[config.mk]
export PLATFORM = sky130hd
export DESIGN_NAME = vga_frame_writer
export DESIGN_NICKNAME = d
export VERILOG_FILES = /design/src/rtl/vga_pkg.sv /design/src/rtl/vga_cmd_fifo.sv /design/src/rtl/vga_frame_writer.sv
export SDC_FILE = /design/constraint.sdc
export NUM_CORES = 1
export LEC_CHECK = 0
export ABC_AREA = 1
export BUFFER_PORTS_ARGS = -buffer_cell sky130_fd_sc_hd__buf_2
export CORE_UTILIZATION = 52
export CTS_CLUSTER_SIZE = 40
export DETAILED_ROUTE_END_ITERATION = 8
export PLACE_DENSITY = 0.76
export SETUP_SLACK_MARGIN = 0.3
export SLEW_MARGIN = 30
export SYNTH_ARGS = -nofsm -noshare
export SYNTH_HDL_FRONTEND = slang
export SYNTH_SLANG_ARGS = --single-unit
[constraint.sdc]
create_clock -name clk -period 2.8 [get_ports clk]
set_clock_uncertainty 0.1 [all_clocks]
set_input_delay 0.56 -clock clk [delete_from_list [all_inputs] [get_ports clk]]
set_output_delay 0.56 -clock clk [all_outputs]
set_load 0.01 [all_outputs]
[src/rtl/vga_pkg.sv]
// vga_pkg: shared screen geometry, glyph codes and frame-writer FSM states
package vga_pkg;
  localparam int WIDTH = 120;
  localparam int HEIGHT = 40;
  localparam int CELLS = WIDTH * HEIGHT;
  localparam logic [7:0] GLYPH_BLANK = 8'd0;
  localparam logic [7:0] GLYPH_BLOCK = 8'd1;
  localparam logic [7:0] GLYPH_VBAR = 8'd2;
  localparam logic [7:0] GLYPH_HBAR = 8'd3;
  localparam logic [7:0] GLYPH_CROSS = 8'd4;
  localparam logic [7:0] GLYPH_TEE_T = 8'd5;
  localparam logic [7:0] GLYPH_TEE_B = 8'd6;
  localparam logic [7:0] GLYPH_CORNER_TL = 8'd7;
  localparam logic [7:0] GLYPH_CORNER_TR = 8'd8;
  localparam logic [7:0] GLYPH_CORNER_BL = 8'd9;
  typedef enum logic [2:0] {
    S_IDLE, S_CLR, S_CLR_GAP, S_DRAIN, S_SETUP, S_PULSE, S_ACT, S_DONE
  } state_t;
endpackage

[src/rtl/vga_cmd_fifo.sv]
// vga_cmd_fifo: synchronous FIFO with registered occupancy count
module vga_cmd_fifo #(
  parameter int DEPTH = 16,
  parameter int W = 24
) (
  input  logic         clk,
  input  logic         reset,
  input  logic         push,
  input  logic         pop,
  input  logic [W-1:0] din,
  output logic [W-1:0] dout,
  output logic         full,
  output logic         empty
);
  localparam int AW = $clog2(DEPTH);
  localparam int CW = AW + 1;
  logic [W-1:0] mem [DEPTH];
  logic [AW-1:0] wp, rp;
  logic [CW-1:0] count;
  logic do_push, do_pop;
  assign full = count == CW'(DEPTH);
  assign empty = count == '0;
  assign do_push = push && !full;
  assign do_pop = pop && !empty;
  assign dout = mem[rp];
  always_ff @(posedge clk)
    if (do_push) mem[wp] <= din;
  always_ff @(posedge clk) begin
    if (reset) begin
      wp <= '0;
      rp <= '0;
      count <= '0;
    end else begin
      wp <= do_push ? wp + 1'b1 : wp;
      rp <= do_pop ? rp + 1'b1 : rp;
      count <= count + CW'(do_push) - CW'(do_pop);
    end
  end
endmodule

[src/rtl/vga_frame_writer.sv]
// vga_frame_writer: queues cell writes and replays them to the text-mode sink
// as clean edge-safe strobes, optionally preceded by a clear and followed by activate.
module vga_frame_writer
  import vga_pkg::*;
#(
  parameter int width = WIDTH,
  parameter int height = HEIGHT,
  parameter int DEPTH = 16
) (
  input  logic        clk,
  input  logic        reset,
  input  logic        cmd_valid,
  output logic        cmd_ready,
  input  logic [15:0] cmd_addr,
  input  logic [7:0]  cmd_data,
  input  logic        frame_req,
  input  logic        frame_clear,
  output logic        busy,
  output logic        frame_done,
  output logic        addr_err,
  output logic        vga_activate,
  output logic        vga_clear,
  output logic        vga_write,
  output logic [15:0] vga_addr,
  output logic [15:0] vga_data
);
  localparam logic [16:0] LIMIT = 17'(width * height);
  state_t state, nxt;
  logic full, empty, pop, in_range;
  logic [23:0] head;
  vga_cmd_fifo #(.DEPTH(DEPTH), .W(24)) u_fifo (
    .clk(clk),
    .reset(reset),
    .push(cmd_valid),
    .pop(pop),
    .din({cmd_addr, cmd_data}),
    .dout(head),
    .full(full),
    .empty(empty)
  );
  assign cmd_ready = !full;
  assign pop = state == S_DRAIN && !empty;
  assign in_range = {1'b0, head[23:8]} < LIMIT;
  always_ff @(posedge clk)
    state <= reset ? S_IDLE : nxt;
  always_comb begin
    nxt = state;
    case (state)
      S_IDLE:    nxt = frame_req ? (frame_clear ? S_CLR : S_DRAIN) : S_IDLE;
      S_CLR:     nxt = S_CLR_GAP;
      S_CLR_GAP: nxt = S_DRAIN;
      S_DRAIN:   nxt = empty ? S_ACT : (in_range ? S_SETUP : S_DRAIN);
      S_SETUP:   nxt = S_PULSE;
      S_PULSE:   nxt = S_DRAIN;
      S_ACT:     nxt = S_DONE;
      default:   nxt = S_IDLE;
    endcase
  end
  // Strobes are registered from the next state so each is high exactly while in its state.
  always_ff @(posedge clk) begin
    if (reset) begin
      vga_clear <= 1'b0;
      vga_write <= 1'b0;
      vga_activate <= 1'b0;
      frame_done <= 1'b0;
      busy <= 1'b0;
      addr_err <= 1'b0;
      vga_addr <= '0;
      vga_data <= '0;
    end else begin
      vga_clear <= nxt == S_CLR;
      vga_write <= nxt == S_PULSE;
      vga_activate <= nxt == S_ACT;
      frame_done <= nxt == S_DONE;
      busy <= nxt != S_IDLE;
      addr_err <= (state == S_IDLE && frame_req) ? 1'b0 : (pop && !in_range) ? 1'b1 : addr_err;
      if (pop && in_range) begin
        vga_addr <= head[23:8];
        vga_data <= {8'h00, head[7:0]};
      end
    end
  end
endmodule

==> results of run 1 <==
[synthesized netlist by cell type]
cell type	count
a211oi_1	1
ha_1	11
edfxtp_1	384
o21ai_1	8
nand4_1	3
buf_6	10
buf_4	15
nand2_2	1
a21oi_1	17
buf_2	13
xor2_1	1
dfxtp_1	50
a2111oi_0	1
inv_4	2
nor2_4	1
inv_1	63
nand3_1	59
nor2_8	1
o221ai_1	49
conb_1	1
inv_2	1
clkbuf_1	53
nor3_1	3
nand2_4	1
nor2_1	257
fa_1	1
o22ai_1	15
buf_1	2
nand2_1	128
o21ai_0	192
clkinv_1	2
o211ai_1	37
[area by class of cell]
cell class              instances  area share [%]
inverters                      68            1.45
multi-input cells             795            20.6
clock inverters                19           0.540
diodes                          2          0.0248
well taps                     442            2.74
repair buffers                126            6.10
flip-flops and latches        434            62.2
repair inverters                4           0.223
clock buffers                  59            6.10
[state kept, by name (all words and copies together) (netlist names), 3 cells and up, named ones only]
register and flops:
u_fifo.mem 384, vga_addr 16, vga_data 8, u_fifo.count 5, u_fifo.rp 4, u_fifo.wp 4, state 3
[placed cells by master (no fill, tap or decap), types with 7 or more instances in the layout]
cell type and count:
nand3_1 54, dfxtp_1 47, buf_12 19, buf_6 7, o211ai_1 37, a21oi_1 17, o221ai_1 49, buf_4 32
nor2_1 230, clkbuf_16 49, buf_2 59, o22ai_1 15, nand2_1 117, conb_1 8, edfxtp_1 384, clkinv_1 10
nor2_2 10, clkbuf_1 9, nand2_2 10, inv_1 60, nor2_4 18, clkinv_2 10, o21ai_1 19, o21ai_0 181
ha_1 9
[power groups by stage]
stage | sequential (mW) | clock (mW) | combinational, mW
after global routing | 7.40 | 5.78 | 2.18
final | 7.39 | 5.49 | 1.99
after floorplan | 7.50 | 0 | 1.13
after global placement | 7.49 | 0 | 1.64
after CTS | 7.38 | 5.53 | 1.77
after detailed placement | 7.50 | 0 | 1.70
[cells by family after synthesis]
kind of cell    Yosys count
flops                   434
other cells               1
compound gates          320
fa+ha+maj                12
buf+inv                 161
xor+xnor                  1
simple gates            454
[worst paths after layout]
path	from	endpoint	slack (ps)	cells past startpoint
max	register	vga_addr[11]$_SDFFE_PP0P_	260	17
min	reset	u_fifo.count[0]$_SDFF_PP0_	250	2
max reg2reg	register	vga_addr[11]$_SDFFE_PP0P_	260	17
min reg2reg	vga_addr[13]$_SDFFE_PP0P_	vga_addr[13]$_SDFFE_PP0P_	340	2
[metal layers]
metal	up-vias	routed length, µm	global-route usage, %
li1	5163	-	-
met1	5706	16600	32.0
met2	597	21000	41.1
met3	105	3530	3.21
met4	2	1530	9.40
met5	-	17	0
[metrics by stage]
stage               cells  hold WS [ps]
floorplan            1390           335
global placement     1842           332
detailed placement   1842           331
CTS                  1923           239
global route         1947           253
finish               1949           253
[what timing repair did]
| item | in CTS | in global routing |
|---|---|---|
| pin swaps | 1 | 15 |
| setup buffers | 1 | 14 |
| cloned | 2 | 10 |
| gates resized for setup | 9 | 65 |
| hold buffers | 0 | 0 |
| endpoints found under the setup margin | 25 | 92 |
[critical path, cell delays in order (launching register included)]
cell,delay (ps)
dfxtp_4,510
buf_6,160
clkbuf_16,140
nand2_1,60
nand3_1,100
nand3_2,90
nand3_1,90
nand2_1,80
nand2_1,90
nand2_2,70
nand2_2,90
nand2_4,60
nand2_4,70
nand2_4,80
nor2_8,260
clkbuf_16,210
o21ai_0,80
nor2_1,120
==> results.yml, run 1 <==
sta:
  post-route-period-util_pct: 90.7
  slew_violations: 0
  fin_ws_ps: 261
  tns_ps: 0
  finalHoldViolCount: 0
  rsz0062_at_grt: "true"
  clock.fmax_mhz: 394
  setup_viol: 0
  final.min_clock_period_ps: 2540
  slew-limit-headroom_pct: 50.7
  worst_slew_pin_slew_ps: 739
floorplan:
  num_rows: 66
  core_area_um2: 32500
  initial_core_util_pct: 52.8
  die_h_um: 184
  io_pins: 68
  die_area_um2: 33800
  die-width_um: 184
logic_synthesis:
  yosysTopAreaCellShare_pct: 67.1
  synth-simple-area-share_pct: 10.6
  synth_adder_area_share_pct: 0.917
  synth_area_leaders: "edfxtp_1 67%, dfxtp_1 5.8%, nor2_1 5.6%"
  avgSynthCellArea_um2: 12.4
  synth_mux_area_share_pct: 0
  synth-compound-area-share_pct: 11.1
  synth_top_family_by_area: "compound AO/OA/AOI/OAI gates"
  synthCells: 1383
  synth_cell_types: 32
  ys_seq_area_share_pct: 72.9
  syn_area_um2: 17200
  synth-seq-cells: 434
  yosysTopAreaCell: "edfxtp_1"
  synth_warnings: 0
  synthXorXnorAreaFrac_pct: 0.0510
clock_tree:
  cts_inserted_buffers: 42
  tritoncts: "built"
  numClockSinks: 434
  clk_latency_ps: 540
  clk_pin_slew_ps: 70
  htreeDepth: 2
  root_buffer: "clkbuf_16"
  clock_path_buffers: 3
finish:
  fillers: 2396
  stdcell_area_um2: 20200
  nets: 1512
  drive_gt1_share_pct: 16.7
  area_delta_synth_final_pct: 17.3
  final_util_pct: 61.9
  seq_area_um2: 12500
  multi_input_area_um2: 4150
grt:
  grt_max_degree: 93
  grt-ovfl-total: 0
  grt_usage_pct: 24.3
  grt_pass1_wl_um: 61500
  grt_pass1_vias: 10800
  antenna_found_initial: 2
power_and_ir_drop:
  power_frac_comb_pct: 13.4
  p_leak_nw: 7.15
  intPower_mw: 11.1
  power.density_nw_per_um2: 738
  seqPwrFrac_pct: 49.7
  peakVddDrop_v: 0.000453
  power_switching_mw: 3.75
  power.total_mw: 14.9
  p_clk_share_pct: 36.9
  swShare_pct: 25.2
detailed_routing:
  drt.antenna.violating_nets: 0
  wirelength_um: 42700
  drc: 0
  dr_total_vias: 11600
  avgViaCountPerCell: 5.94
  wl_per_cell_um: 21.9
  drt_iter0_markers: 1380
  dr.pass1.iters: 5
worst_setup_path:
  crit_arrival_ps: 2920
  critPathCaptureType: "register"
  cp_max_fo: 7
  critPathLaunchType: "register"
  crit_required_ps: 3180
  path_class: "reg -> reg"
status:
  outcome: "completed"
min_path:
  hold_path_class: "in -> reg"
placed_design:
  place_congestion: 0.791
  portBuffers: 59
  placed_cell_area_um2: 18300
  place_ws_ps: 179
  hpwl_um: 21500
run:
  max_cap_viol_count: 0
No activity file was read; power rests on OpenSTA's default activity.
==> inputs of run 2 (changes only) <==
Settings changed: SETUP_SLACK_MARGIN 0.3 to 0.1.
==> run 2 against run 1 <==
  * Global-route usage down 0.095 points
  * Sequential share of layout area up 1.6 points
  * Wire length down 6.1%
  * Worst hold slack worse by 3.5 ps
  * Critical endpoint is now u_fifo.count[4]$_SDFF_PP0_
==> results.yml, run 2 (synthesized netlist as in run 1, its figures left out) <==
status:
  outcome: "completed"
clock_tree:
  root_buffer: "clkbuf_16"
  holdBufCountCts: 0
  numClockSinks: 434
  htreeDepth: 2
  clk_pin_slew_ps: 60
  clk_latency_ps: 540
  tritoncts: "built"
  clock_path_buffers: 3
  cts_inserted_buffers: 44
worst_setup_path:
  crit_required_ps: 3110
  cp_max_fo: 3
  crit_arrival_ps: 2810
  critPathCaptureType: "register"
  path_class: "reg -> reg"
  critPathLaunchType: "register"
finish:
  drive_gt1_share_pct: 13.8
  final_util_pct: 60.4
  final_cells: 1934
  nets: 1497
  fillers: 2472
  stdcell_area_um2: 19600
  diodes: 0
  final_common_cell: "edfxtp_1"
  layout_common_cells: "384 x edfxtp_1, 240 x nor2_1, 192 x o21ai_0"
  top_register: "u_fifo.mem"
  multi_input_area_um2: 4050
  area_delta_synth_final_pct: 14.3
  largest_reg_flops: 384
  top_regs: "u_fifo.mem: 384 flops, vga_addr: 16 flops, vga_data: 8 flops"
  seq_area_um2: 12500
placed_design:
  place_ws_ps: 188
  dp.cells: 1851
  portBuffers: 59
  placed_cell_area_um2: 18200
  hpwl_um: 22700
  place_congestion: 0.819
sta:
  clock.fmax_mhz: 399
  post-route-period-util_pct: 89.4
  setup_viol: 0
  finalHoldViolCount: 0
  fin_ws_ps: 296
  hold_ws_ps: 249
  final.min_clock_period_ps: 2500
  slew_violations: 0
  rsz0062_at_grt: "false"
  slew-limit-headroom_pct: 49.5
  tns_ps: 0
  worst_slew_pin_slew_ps: 756
power_and_ir_drop:
  power.total_mw: 14.8
  power.density_nw_per_um2: 752
  p_leak_nw: 6.98
  power_switching_mw: 3.65
  intPower_mw: 11.1
  p_clk_share_pct: 38.4
  seqPwrFrac_pct: 49.9
  peakVddDrop_v: 0.000579
  swShare_pct: 24.7
  power_frac_comb_pct: 11.7
detailed_routing:
  drt.antenna.violating_nets: 0
  wirelength_um: 40100
  dr_total_vias: 11200
  wl_per_cell_um: 20.7
  avgViaCountPerCell: 5.81
  dr.pass1.iters: 6
  drc: 0
  drt_iter0_markers: 1431
grt:
  grt-ovfl-total: 0
  grt_pass1_wl_um: 61600
  antenna_found_initial: 1
  grt_usage_pct: 24.2
  grt_max_degree: 94
  grt_pass1_vias: 11000
floorplan:
  die_area_um2: 33800
  core_area_um2: 32500
  die_h_um: 184
  num_rows: 66
  die-width_um: 184
  io_pins: 68
  initial_core_util_pct: 52.8
min_path:
  hold_path_class: "in -> reg"
run:
  max_cap_viol_count: 0
==> run 2: cell types whose count changed in the layout (fill, tap and decap cells not counted), sizes merged <==
| cell | previous run | this run |
|---|---|---|
| diode | 2 | 0 |
| bufbuf | 2 | 0 |
| clkinv | 22 | 23 |
| clkbuf | 63 | 54 |
| bufinv | 1 | 3 |
| clkinvlp | 0 | 2 |
| buf | 120 | 113 |
==> run 2: repair_timing <==
action / CTS / global route
endpoints found under the setup margin: 0 / 28
setup buffers: 0 / 1
hold endpoints to repair: 0 / 0
resized for setup: 0 / 8
==> run 2: worst paths after layout <==
path	start	end	slack, ps	cells past startpoint
min reg2reg	vga_addr[13]$_SDFFE_PP0P_	vga_addr[13]$_SDFFE_PP0P_	340	2
max reg2reg	u_fifo.count[2]$_SDFF_PP0_	u_fifo.count[4]$_SDFF_PP0_	300	14
max	u_fifo.count[2]$_SDFF_PP0_	u_fifo.count[4]$_SDFF_PP0_	300	14
min	reset	u_fifo.count[1]$_SDFF_PP0_	250	2
==> run 2: power groups by stage <==
stage | registers, mW | logic [mW] | clock network, mW
CTS | 7.37 | 1.70 | 5.73
finish | 7.37 | 1.73 | 5.67
global route | 7.39 | 1.95 | 6.00
detailed placement | 7.50 | 1.68 | 0
floorplan | 7.50 | 1.12 | 0
global placement | 7.50 | 1.63 | 0
==> run 2: layout make-up <==
class	instances	share of cell area [%]
flip-flops and latches	434	63.9
multi-input cells	795	20.6
clock buffers	54	6.06
repair buffers	113	4.15
well taps	442	2.82
inverters	68	1.36
clock inverters	28	1.13
==> run 2: worst max-delay path, cell delays in order, from the launching register on <==
cell      delay [ps]
dfxtp_1          310
inv_1             80
ha_1             170
nand4_1          120
nand2_1          100
inv_1             60
ha_1             280
inv_1             50
ha_1             150
inv_1             60
fa_1             440
nor3_2           160
a211oi_1          70
o21ai_0          160
a21oi_1           50
==> run 2: layer usage <==
layer | track usage, % | part of all wire, %
met4 | 8.87 | 2.8
met5 | 0 | 0.025
met3 | 4.02 | 8.8
met1 | 32.1 | 39
met2 | 40.2 | 49
==> inputs of run 3 (changes only) <==
Settings changed: PLACE_DENSITY 0.76 to unset, PLACE_DENSITY_LB_ADDON set to 0.3.
==> run 3 against run 2 <==
  * Maximum frequency down 3.1%
  * Die area unchanged
  * Largest cell class unchanged
  * Largest power group unchanged
  * Via count down 0.36%
  * Highest routed layer unchanged
  * Non-clock buffer count unchanged
  * Power down 0.81%
  * Final cell count down 0.26%
  * Flip-flop and latch count unchanged
  * Final area about the same
  * Clock power down 2%
==> results.yml, run 3 (synthesized netlist as in run 1, its figures left out) <==
sta:
  final.min_clock_period_ps: 2590
  fin_ws_ps: 215
  slew-limit-headroom_pct: 58.8
  post-route-period-util_pct: 92.3
  tns_ps: 0
  slew_violations: 0
  setup_viol: 0
  finalHoldViolCount: 0
  worst_slew_pin_slew_ps: 618
  clock.fmax_mhz: 387
  rsz0062_at_grt: "true"
worst_setup_path:
  cp_max_fo: 22
  crit_required_ps: 3130
  worstRegToRegCells: 12
  r2r_setup_slack_ps: 210
  critPathCaptureType: "register"
  r2r-end: "vga_addr[9]$_SDFFE_PP0P_"
  crit_arrival_ps: 2910
  critPathLaunchType: "register"
  path_class: "reg -> reg"
finish:
  layout_common_cells: "384 x edfxtp_1, 241 x nor2_1, 192 x o21ai_0"
  stdcell_area_um2: 19600
  final_cells: 1929
  diodes: 0
  multi_input_area_um2: 4050
  top_regs: "u_fifo.mem: 384 flops, vga_addr: 16 flops, vga_data: 8 flops"
  fillers: 2529
  largest_reg_flops: 384
  top_register: "u_fifo.mem"
  final_common_cell: "edfxtp_1"
  drive_gt1_share_pct: 13.1
  nets: 1497
  area_delta_synth_final_pct: 14.3
  seq_area_um2: 12500
grt:
  grt-ovfl-total: 0
  grt_max_degree: 111
  grt_pass1_wl_um: 60500
  grt_pass1_vias: 10600
  antenna_found_initial: 1
  grt_usage_pct: 24.0
floorplan:
  die-width_um: 184
  die_h_um: 184
  die_area_um2: 33800
  num_rows: 66
  io_pins: 68
  core_area_um2: 32500
  initial_core_util_pct: 52.8
detailed_routing:
  avgViaCountPerCell: 5.80
  drt.antenna.violating_nets: 0
  drt_iter0_markers: 1305
  dr_total_vias: 11200
  dr.pass1.iters: 5
  drc: 0
  wl_per_cell_um: 20.8
  wirelength_um: 40100
power_and_ir_drop:
  peakVddDrop_v: 0.000558
  p_clk_share_pct: 37.8
  power.density_nw_per_um2: 746
  intPower_mw: 11.1
  power.total_mw: 14.7
  p_leak_nw: 6.96
  seqPwrFrac_pct: 50.3
  power_switching_mw: 3.57
  swShare_pct: 24.4
  power_frac_comb_pct: 11.9
placed_design:
  place_ws_ps: 224
  place_congestion: 0.799
  hpwl_um: 22200
  placed_cell_area_um2: 18200
  dp.cells: 1851
  portBuffers: 59
clock_tree:
  postCtsSetupBuffers: 0
  root_buffer: "clkbuf_16"
  holdBufCountCts: 0
  clock_path_buffers: 3
  clk_latency_ps: 540
  htreeDepth: 2
  tritoncts: "built"
  numClockSinks: 434
  cts_inserted_buffers: 44
  clk_pin_slew_ps: 60
min_path:
  whs_path_depth: 2
  hold_path_class: "in -> reg"
  min_from: "reset"
  hold_end: "vga_addr[14]$_SDFFE_PP0P_"
status:
  outcome: "completed"
run:
  max_cap_viol_count: 0
==> run 3: changes by cell type in the layout (fill, tap and decap cells not counted), moves of 2 or more <==
cell       change
buf_4          -7
clkinv_1       -4
inv_6          -2
buf_12         +5
clkinv_4       -2
buf_6          +2
clkbuf_16      +2
clkbuf_1      +10
clkinv_2       -6
==> run 3: timing repair <==
action	CTS	global route
hold endpoints to repair	0	0
resized for setup	0	5
endpoints found under the setup margin	0	28
==> run 3: metal layers <==
metal	part of all wire (%)	vias up	GRT usage [%]
met5	0.032	-	0
met4	3.1	2	9.53
met3	7.4	101	3.49
met2	48	469	39.0
met1	41	5506	32.8
li1	-	5119	-
==> run 3: worst max-delay path: stages (launching register included) <==
cell and delay (ps):
dfxtp_4 350, inv_2 360, buf_4 300, o21ai_1 90, o221ai_1 210, nand3_1 140
nand2_1 200, nand2_2 100, nand2_4 110, nor2_8 60, buf_12 150, o21ai_0 220
nor2_1 80
==> run 3: area by class of cell <==
cell class | count | share of cell area, %
Clock buffer | 65 | 6.38
Clock inverter | 12 | 0.529
Inverter | 68 | 1.32
Multi-Input combinational cell | 795 | 20.6
Sequential cell | 434 | 63.8
Tap cell | 442 | 2.82
Timing Repair Buffer | 113 | 4.50
==> run 3: how the worst max path moves through the flow <==
| stage | start | endpoint | slack (ps) |
|---|---|---|---|
| after floorplan | u_fifo.count[3]$_SDFF_PP0_ | u_fifo.count[4]$_SDFF_PP0_ | 170 |
| after global placement | register | vga_addr[7]$_SDFFE_PP0P_ | 290 |
| after detailed placement | u_fifo.count[2]$_SDFF_PP0_ | u_fifo.count[4]$_SDFF_PP0_ | 220 |
| after CTS | register | vga_addr[9]$_SDFFE_PP0P_ | 170 |
| after global routing | register | vga_addr[9]$_SDFFE_PP0P_ | 80 |
| final | register | vga_addr[9]$_SDFFE_PP0P_ | 210 |
==> run 3: metrics by stage <==
| stage | utilization (%) | hold slack (ps) |
|---|---|---|
| CTS | 60.2 | 222 |
| global placement | 56.1 | 331 |
| detailed placement | 56.1 | 332 |
| floorplan | - | 335 |
| global route | 60.4 | 260 |
| finish | 60.4 | 244 |
==> run 3: power groups by stage <==
stage          Combinational, mW  Clock [mW]  Sequential, mW
2_1_floorplan               1.12           0            7.50
5_1_grt                     1.92        5.86            7.39
6_report                    1.74        5.54            7.37
3_5_place_dp                1.70           0            7.51
4_1_cts                     1.71        5.63            7.37
3_3_place_gp                1.66           0            7.50
